File: src/rtl/mod_dbus_arbiter_pkg.sv
// Shared definitions for the data-bus arbiter and its helpers.
//   - DRW_* access-type encodings of the de/daddr/drw/din/dout bus
//   - arb_state_e: arbiter FSM state encodings (2 bits)
//   - sat_inc8: 8-bit saturating increment used by the hold counter
package mod_dbus_arbiter_pkg;

  localparam logic [1:0] DRW_NONE  = 2'b00;
  localparam logic [1:0] DRW_WRITE = 2'b01;
  localparam logic [1:0] DRW_READ  = 2'b10;

  typedef enum logic [1:0] {
    ARB_IDLE = 2'b00,
    ARB_OWN0 = 2'b01,
    ARB_OWN1 = 2'b10
  } arb_state_e;

  function automatic logic [7:0] sat_inc8(input logic [7:0] v);
    return (v == 8'hFF) ? v : v + 8'd1;
  endfunction

endpackage

File: src/rtl/mod_dbus_stall_timer.sv
// Counts consecutive stalled cycles of a bus transfer and pulses timeout
// on the cycle the count reaches TIMEOUT-1 while the stall persists.
// Ports:
//   clk, rst  - clock, asynchronous active-high reset
//   stall     - a transfer is in flight and the slave is stalling this cycle
//   timeout   - combinational pulse: this stalled cycle is the last allowed
// The count clears on any cycle without stall and after a timeout, so each
// transfer starts from zero.
module mod_dbus_stall_timer #(
  parameter int TIMEOUT = 255
) (
  input  logic clk,
  input  logic rst,
  input  logic stall,
  output logic timeout
);

  localparam logic [15:0] LIMIT = 16'(TIMEOUT - 1);

  logic [15:0] stall_cnt;

  assign timeout = stall && (stall_cnt == LIMIT);

  always_ff @(posedge clk or posedge rst) begin
    if (rst) begin
      stall_cnt <= 16'd0;
    end else if (stall && !timeout) begin
      stall_cnt <= stall_cnt + 16'd1;
    end else begin
      stall_cnt <= 16'd0;
    end
  end

endmodule

File: src/rtl/mod_dbus_arbiter.sv
// Two-master arbiter for one data-bus slave port (m0 = CPU data port,
// m1 = debug/bootloader master). Round-robin grant, bounded hold under
// contention, slave stall handshake with timeout/abort.
// Ports:
//   clk, rst                      - clock, asynchronous active-high reset
//   mN_req/addr/drw/din           - master N request (held until mN_ack)
//   mN_dout, mN_ack               - read data and one-cycle completion pulse
//   s_de/daddr/drw/din, s_dout    - slave port
//   s_stall                       - slave not ready
//   err, err_master               - sticky timeout flag and offending master
//   dbg_state                     - current FSM state
// Handshake: a master raises req and holds addr/drw/din stable until it sees
// ack; a granted transfer completes in the first cycle with req=1 and
// s_stall=0 (or is aborted at timeout), ack and dout are valid in that
// same cycle, and the master drops or renews req on the next edge.
module mod_dbus_arbiter
  import mod_dbus_arbiter_pkg::*;
#(
  parameter int MAX_HOLD = 8,
  parameter int TIMEOUT  = 255
) (
  input  logic        clk,
  input  logic        rst,
  input  logic        m0_req,
  input  logic [31:0] m0_addr,
  input  logic [1:0]  m0_drw,
  input  logic [31:0] m0_din,
  output logic [31:0] m0_dout,
  output logic        m0_ack,
  input  logic        m1_req,
  input  logic [31:0] m1_addr,
  input  logic [1:0]  m1_drw,
  input  logic [31:0] m1_din,
  output logic [31:0] m1_dout,
  output logic        m1_ack,
  output logic        s_de,
  output logic [31:0] s_daddr,
  output logic [1:0]  s_drw,
  output logic [31:0] s_din,
  input  logic [31:0] s_dout,
  input  logic        s_stall,
  output logic        err,
  output logic        err_master,
  output logic [1:0]  dbg_state
);

  arb_state_e  state, state_n;
  logic        last, last_n;
  logic [7:0]  hold_cnt, hold_n;
  logic        err_n, err_master_n;

  // Owner-side view of the bus, independent of which master owns it.
  logic        own_valid, own_sel, own_req, other_req;
  logic [31:0] own_addr, own_din;
  logic [1:0]  own_drw;
  logic        stall, timeout, done;
  logic [31:0] rdata;

  assign own_valid = (state == ARB_OWN0) || (state == ARB_OWN1);
  assign own_sel   = (state == ARB_OWN1);
  assign own_req   = own_sel ? m1_req  : m0_req;
  assign other_req = own_sel ? m0_req  : m1_req;
  assign own_addr  = own_sel ? m1_addr : m0_addr;
  assign own_drw   = own_sel ? m1_drw  : m0_drw;
  assign own_din   = own_sel ? m1_din  : m0_din;

  assign stall = own_valid && own_req && s_stall;
  assign done  = own_valid && own_req && (!s_stall || timeout);
  // An aborted transfer returns zero, as does any write.
  assign rdata = (!timeout && own_drw == DRW_READ) ? s_dout : 32'd0;
  assign dbg_state = state;

  mod_dbus_stall_timer #(.TIMEOUT(TIMEOUT)) u_stall_timer (
    .clk     (clk),
    .rst     (rst),
    .stall   (stall),
    .timeout (timeout)
  );

  always_ff @(posedge clk or posedge rst) begin
    if (rst) begin
      state      <= ARB_IDLE;
      last       <= 1'b1;
      hold_cnt   <= 8'd0;
      err        <= 1'b0;
      err_master <= 1'b0;
    end else begin
      state      <= state_n;
      last       <= last_n;
      hold_cnt   <= hold_n;
      err        <= err_n;
      err_master <= err_master_n;
    end
  end

  always_comb begin
    state_n      = state;
    last_n       = last;
    hold_n       = hold_cnt;
    err_n        = err;
    err_master_n = err_master;
    s_de         = 1'b0;
    s_daddr      = 32'd0;
    s_drw        = DRW_NONE;
    s_din        = 32'd0;
    m0_ack       = 1'b0;
    m1_ack       = 1'b0;
    m0_dout      = 32'd0;
    m1_dout      = 32'd0;
    case (state)
      ARB_IDLE: begin
        hold_n = 8'd0;
        if (m0_req && m1_req) begin
          state_n = last ? ARB_OWN0 : ARB_OWN1;
        end else if (m0_req) begin
          state_n = ARB_OWN0;
        end else if (m1_req) begin
          state_n = ARB_OWN1;
        end
      end
      ARB_OWN0, ARB_OWN1: begin
        s_de    = own_req;
        s_daddr = own_addr;
        s_drw   = own_drw;
        s_din   = own_din;
        if (done) begin
          if (own_sel) begin
            m1_ack  = 1'b1;
            m1_dout = rdata;
          end else begin
            m0_ack  = 1'b1;
            m0_dout = rdata;
          end
          last_n = own_sel;
          if (timeout) begin
            err_n        = 1'b1;
            err_master_n = own_sel;
          end
          // hold_cnt may sit above MAX_HOLD after an uncontended run, so
          // the handover test is >= rather than ==.
          if (other_req && (({1'b0, hold_cnt} + 9'd1) >= 9'(MAX_HOLD))) begin
            state_n = own_sel ? ARB_OWN0 : ARB_OWN1;
            hold_n  = 8'd0;
          end else begin
            hold_n  = sat_inc8(hold_cnt);
          end
        end else if (!own_req) begin
          // Withdrawn request (possibly mid-stall): no ack, bus moves on.
          state_n = other_req ? (own_sel ? ARB_OWN0 : ARB_OWN1) : ARB_IDLE;
          hold_n  = 8'd0;
        end
      end
      default: begin
        state_n = ARB_IDLE;
      end
    endcase
  end

endmodule

File: config.mk
export PLATFORM = sky130hd
export DESIGN_NAME = mod_dbus_arbiter
export DESIGN_NICKNAME = d
export VERILOG_FILES = /design/src/rtl/mod_dbus_arbiter_pkg.sv /design/src/rtl/mod_dbus_stall_timer.sv /design/src/rtl/mod_dbus_arbiter.sv
export SDC_FILE = /design/constraint.sdc
export NUM_CORES = 1
export LEC_CHECK = 0
export ABC_AREA = 1
export CAP_MARGIN = 10
export CORE_AREA = 3 3 119 121
export DETAILED_ROUTE_END_ITERATION = 7
export DIE_AREA = 0 0 122 124
export PLACE_DENSITY = 0.68
export SYNTH_ARGS = -nofsm -noshare
export SYNTH_HDL_FRONTEND = slang
export SYNTH_SLANG_ARGS = --single-unit
File: constraint.sdc
create_clock -name clk -period 2.05 [get_ports clk]
set_clock_uncertainty 0.1 [all_clocks]
set_input_delay 0.205 -clock clk [delete_from_list [all_inputs] [get_ports clk]]
set_output_delay 0.205 -clock clk [all_outputs]
set_load 0.01 [all_outputs]
; ---- After elaboration in Yosys (flattened, before gate mapping)
; Index checks and enable logic that the tools add are counted.
[totals]
reg_bits = 29
in_bits = 169
out_inout_bits = 137
elab_cells = 76
[op_classes]
n_addsub = 3
magnitude_cmp = 1
eq_ne = 9
n_mux = 38
n_reduce_logical = 19
[ops]
columns = op, count
row1 = 2-to-1 mux 32 bit, 11
row2 = 2-to-1 mux 8 bit, 4
row3 = 2-to-1 mux 2 bit, 11
row4 = adder 16 x 1 -> 16 bit (second input constant), 1
row5 = == test 16 x 8 -> 1 bit (second input constant), 1
row6 = 2-to-1 mux 16 bit, 1
row7 = one-hot mux 8 bit (2 select lines), 1
row8 = adder 8 x 1 -> 9 bit (second input constant), 1
row9 = greater-or-equal comparator 9 x 4 -> 1 bit (second input constant), 1
row10 = 2-to-1 mux 1 bit, 9
row11 = AND reduction 3 bit, 3
row12 = adder 8 x 1 -> 8 bit (second input constant), 1
row13 = == test 8 bit (second input constant), 1
row14 = logical AND 1 bit, 8
row15 = inequality test 4 bit (second input constant), 2
row16 = inequality test 3 bit (second input constant), 2
row17 = == test 2 bit (second input constant), 2
row18 = one-hot mux 2 bit (2 select lines), 1
row19 = == test 2 x 1 -> 1 bit (second input constant), 1
row20 = logical NOT 1 bit, 2
row21 = logical NOT 2 bit, 1
row22 = logical OR 1 bit, 2
row23 = AND reduction 2 bit, 1
row24 = nonzero test 2 bit, 1
row25 = OR reduction 2 bit, 1

; ---- Logic depth before layout (Yosys ltp)
[depth]
ltp_word = 11
mapped_depth = 13
mapped_depth_nobuf = 13

; ---- Modules after synthesis
; Synthesis repeated with hierarchy kept, for this count alone.
[hier_totals]
hier_cells = 457
hier_area_um2 = 3030.4
[modules_own_cells]
columns = mod, instances, cells_each, area_each_um2, seq_area_each_um2
row1 = mod_dbus_arbiter, 1, 335, 2115.8, 326.6
row2 = mod_dbus_stall_timer, 1, 122, 914.6, 400.4

; ---- Worst setup path after synthesis
; No wires, ideal clock.
[synth_path]
kind = flip-flop to output port
from = register state[0], in the netlist dbg_state[0]
to = output port m1_dout[10]
t_arrival_ns = 1.864
required_time_ns = 1.745
slack_ns = -0.119
path_stages_with_launch = 10
path_buffers = 1
path_cell_list = dfrtp_1 > inv_1 > ha_1 > inv_1 > a211oi_4 > nand2_4 > nor2_4 > inv_2 > buf_6 > nor2_1
[synth_between]
elab_chain_cells = 11
word_cells_on_any_way = 18
cone_classes = 3 x eq/ne / 6 x mux / 9 x reduce/logical
[synth_rtl]
columns = element, line_no
row1 = start: declaration, mod_dbus_arbiter.sv:47  ; arb_state_e state, state_n;
row2 = start signal: assignment, mod_dbus_arbiter.sv:88  ; state <= state_n;
row3 = == test 2 bit or == test 2 x 1 -> 1 bit (tied branches), "mod_dbus_arbiter.sv:59, mod_dbus_arbiter.sv:60, mod_dbus_arbiter.sv:110"
row4 = 2-to-1 mux 1 bit or logical OR 1 bit (tied branches), "mod_dbus_arbiter.sv:61, mod_dbus_arbiter.sv:59"
row5 = logical AND 1 bit, "mod_dbus_arbiter.sv:67, mod_dbus_arbiter.sv:68"
row6 = logical AND 1 bit, mod_dbus_arbiter.sv:67  ; assign stall = own_valid && own_req && s_stall;
row7 = logical AND 1 bit, mod_dbus_stall_timer.sv:22  ; assign timeout = stall && (stall_cnt == LIMIT);
row8 = logical NOT 1 bit, mod_dbus_arbiter.sv:70  ; assign rdata = (!timeout && own_drw == DRW_READ) ? s_dout : 32'd0;
row9 = logical AND 1 bit, mod_dbus_arbiter.sv:70
row10 = 2-to-1 mux 32 bit, mod_dbus_arbiter.sv:70
row11 = 2-to-1 mux 32 bit, mod_dbus_arbiter.sv:127  ; if (own_sel) begin
row12 = 2-to-1 mux 32 bit, mod_dbus_arbiter.sv:126  ; if (done) begin
row13 = 2-to-1 mux 32 bit *, mod_dbus_arbiter.sv:110  ; case (state)
row14 = end: declaration, mod_dbus_arbiter.sv:34  ; output logic [31:0] m1_dout,
; Mark *: on every way between the ends. The rest lies on a longest branch, timed or not.

; ---- Worst setup path after layout
[layout_path]
from = register state[1], in the netlist dbg_state[1]
to = output port m0_dout[21]
[layout_between]
elab_chain_cells = 11
word_cells_on_any_way = 18
cone_classes = 3 x eq/ne / 6 x mux / 9 x reduce/logical
[layout_rtl]
columns = element, line_no
row1 = == test 2 bit *, mod_dbus_arbiter.sv:60  ; assign own_sel = (state == ARB_OWN1);
row2 = via own_sel, mod_dbus_arbiter.sv:53  ; logic own_valid, own_sel, own_req, other_req;
row3 = 2-to-1 mux 1 bit or logical OR 1 bit (tied branches), "mod_dbus_arbiter.sv:61, mod_dbus_arbiter.sv:59"
row4 = logical AND 1 bit, "mod_dbus_arbiter.sv:67, mod_dbus_arbiter.sv:68"
row5 = logical AND 1 bit, mod_dbus_arbiter.sv:67
row6 = logical AND 1 bit, mod_dbus_stall_timer.sv:22
row7 = logical NOT 1 bit, mod_dbus_arbiter.sv:70
row8 = logical AND 1 bit, mod_dbus_arbiter.sv:70
row9 = 2-to-1 mux 32 bit, mod_dbus_arbiter.sv:70
row10 = 2-to-1 mux 32 bit, mod_dbus_arbiter.sv:127
row11 = 2-to-1 mux 32 bit, mod_dbus_arbiter.sv:126
row12 = 2-to-1 mux 32 bit *, mod_dbus_arbiter.sv:110
row13 = end: declaration, mod_dbus_arbiter.sv:28  ; output logic [31:0] m0_dout,
; The timed path passes the listed nets; every way through them passes the cells marked *.

==> impl_metrics.toml <==
[synth]
synthArstFlopShare = 1.00
ys_top_cells_by_area = "dfrtp_1 21%, a22o_1 17%, nand2_1 7.8%"
synth_most_common_cell = "nand2_1"
yosysTopAreaCell = "dfrtp_1"
synth_cell_types = 38
ys.flop_type = "dfrtp_1"
netlist.area_leader.share = 0.211
seq_area_frac_synth = 0.219
syn_area_per_cell_um2 = 7.50
syn_inst = 442
synth_edf_count = 0
synth_seq_cells = 29
synth_fp_nets = 618
netlist_area_um2 = 3320
yosys_warnings = 0
synth_common_cells = "69 x nand2_1, 64 x a22o_1, 64 x nor2_1"

[timing]
tightestPinTransition_ns = 0.387
slew_viol_final = 0
setup_violations = 140
rsz0062_at_grt = "true"
setup_ws_ns = -0.451
max-slew-margin-rel = 0.742
fmax_ghz = 0.400
post-route-period-util = 1.22
hold_viol = 0
period_needed_ns = 2.50

[routing]
drtPass1Iterations = 5
drtIter0Drc = 269
post-route-drc-count = 0
vias = 4796
routed_via_density = 4.78
wirelength_um = 21100
wl_per_cell_um = 21.0
drtAntennaViolNets = 0

[run_status]
status = "complete, but fails checks"
violations = "setup timing"

[power_and_ir_drop]
power_frac_clock = 0.079
powerDensity_nw_per_um2 = 1180
swShare = 0.433
combPwrFrac = 0.849
power_frac_seq = 0.073
p_leak_nw = 3.69
p_sw_mw = 3.90
max-vdd-ir-drop_uv = 663
internal_power_mw = 5.11

[global_routing]
grt_max_degree = 33
grt_usage = 0.248
grt-ovfl-total = 0
antenna_found_initial = 2
grt_pass1_vias = 4615
grt_pass1_wl_um = 28100

[final_layout]
layoutNonFillerInstCount = 1004
area_growth_pct = 131
final_util = 0.580
n_antenna_cell = 0
final_area_um2 = 7650
n_fill_cell = 1154
drive_above_1_share = 0.454
fin_nets = 1004

[clocking]
cts-root-buf = "clkbuf_16"
cts_tree = "done"
cts_max_level = 2
clk_pin_slew_ns = 0.05
clk_path_buf_depth = 2
cts_sinks = 29
clock_latency_ns = 0.27
cts_buffers = 5

[hold_path]
hold_path.class = "input pin to async pin"

[worst_setup_path]
crit_cells = 9
crit_fanout = 32
reg2reg_depth = 11
path_class = "flop to output port"
crit_family = "buffers and inverters"
end_kind = "output port"
arrival_ns = 2.20
crit_buf_inv = 4
path_cells = "buf_6 -> ha_4 -> a211oi_4 -> buf_4 -> nand2_4 -> nor2_4 -> inv_8 -> nor2_2 -> buf_2"
cpPeakStageDelay_ns = 0.40
crit_path_top_delay_cell = "dfrtp_1"
cp_data_required_time_ns = 1.75
cp-start-kind = "flop"

[die]
core_area_um2 = 13200
die_area_um2 = 15100
fp.dieW_um = 122
rows = 42
dieHeight_um = 124
ios = 306
initial_core_util = 0.251

[placement]
portBuffers = 305
dp_hpwl_um = 16500
gp_congestion = 0.883
place_area_um2 = 7070
place_inst = 963

[job]
max-cap-violations = 0
## timing repair
item / 4_1_cts / 5_1_grt
cloned: 5 / 9
setup endpoints to repair: 140 / 149
hold buffers: 0 / 0
pin swaps: 7 / 46
gates resized for setup: 572 / 109
buffers inserted: 10 / 12
## flip-flops by register name (all words and copies together) (netlist names)
| register | cells |
|---|---|
| u_stall_timer.stall_cnt | 16 |
| hold_cnt | 8 |
| dbg_state | 2 |
| err | 1 |
| err_master | 1 |
| last | 1 |
## power groups by stage
stage	sequential (mW)	clock, mW	combinational (mW)
floorplan	0.679	0	2.60
global placement	0.659	0	5.98
detailed placement	0.662	0	6.01
CTS	0.652	0.717	6.22
global route	0.663	0.742	8.04
finish	0.655	0.709	7.64
## layer usage
metal	vias to the layer above	routed length (um)	GRT usage
li1	2261	-	-
met1	2270	8270	0.317
met5	-	7	0
met2	244	9230	0.363
met3	19	3410	0.157
met4	2	147	0.0301
## placed cells by master, fill, tap and decap left out, types with 3 or more instances in the layout
master,n
nor3_1,4
nand4_1,10
inv_1,29
nand2_4,32
nand3_2,3
nand3_1,8
ha_1,5
clkbuf_16,10
nor2_4,12
buf_2,88
inv_2,6
a21oi_2,3
buf_16,3
nand2_8,3
nor3_4,3
dfrtp_1,28
buf_6,51
nor2_1,51
clkdlybuf4s50_1,172
nor2_2,40
nand2_2,11
xor2_1,3
buf_8,4
a22o_1,54
a22o_4,10
clkinv_1,3
a21oi_1,5
nand2_1,66
buf_4,63
buf_12,10
clkdlybuf4s15_2,3
## through the flow
| step | hold slack, ns | setup TNS, ns | worst slack, ns | total power [mW] |
|---|---|---|---|---|
| 6_report | 0.208 | -48.21 | -0.451 | 9.01 |
| 5_1_grt | 0.250 | -57.31 | -0.536 | 9.45 |
| 4_1_cts | 0.223 | -42.01 | -0.413 | 7.59 |
| 3_5_place_dp | 0.360 | -54.72 | -0.587 | 6.67 |
| 3_3_place_gp | 0.354 | -48.20 | -0.515 | 6.64 |
| 2_1_floorplan | 0.182 | -6.11 | -0.109 | 3.28 |
## cells by family after synthesis
family          Yosys count  share of synthesized area
fa+ha+maj                 7                     0.0264
flops                    29                      0.219
xor+xnor                  5                     0.0132
buf+inv                  67                      0.107
compound gates           84                      0.215
simple gates            248                      0.414
mux                       2                    0.00604
## worst reg2reg max path, stage by stage, from the launching register on
cell      delay, ns
dfrtp_1        0.40
buf_6          0.14
ha_4           0.20
a211oi_4       0.29
nand2_2        0.12
buf_4          0.15
buf_6          0.12
inv_8          0.09
a21oi_4        0.11
buf_6          0.15
nand4_1        0.08
nand2_1        0.06
## cell type report
cell class | count | area (um2) | area share
Clock buffer | 7 | 143 | 0.0186
Inverter | 42 | 178 | 0.0232
Multi-Input combinational cell | 349 | 2610 | 0.341
Sequential cell | 29 | 727 | 0.0950
Tap cell | 176 | 220 | 0.0288
Timing Repair Buffer | 401 | 3780 | 0.493
## final timing paths
path | startpoint | to | slack, ns
max | dbg_state[1]$_DFFE_PP0P_ | m0_dout[21] | -0.45
min reg2reg | err$_DFFE_PP0P_ | err$_DFFE_PP0P_ | 0.37
max in group asynchronous | rst | last$_DFFE_PP1P_ | 1.33
max reg2reg | dbg_state[1]$_DFFE_PP0P_ | hold_cnt[4]$_DFFE_PP0P_ | -0.06
min in group clk | err$_DFFE_PP0P_ | err$_DFFE_PP0P_ | 0.37
min | rst | hold_cnt[7]$_DFFE_PP0P_ | 0.21
No activity file was read; power rests on OpenSTA's default activity.
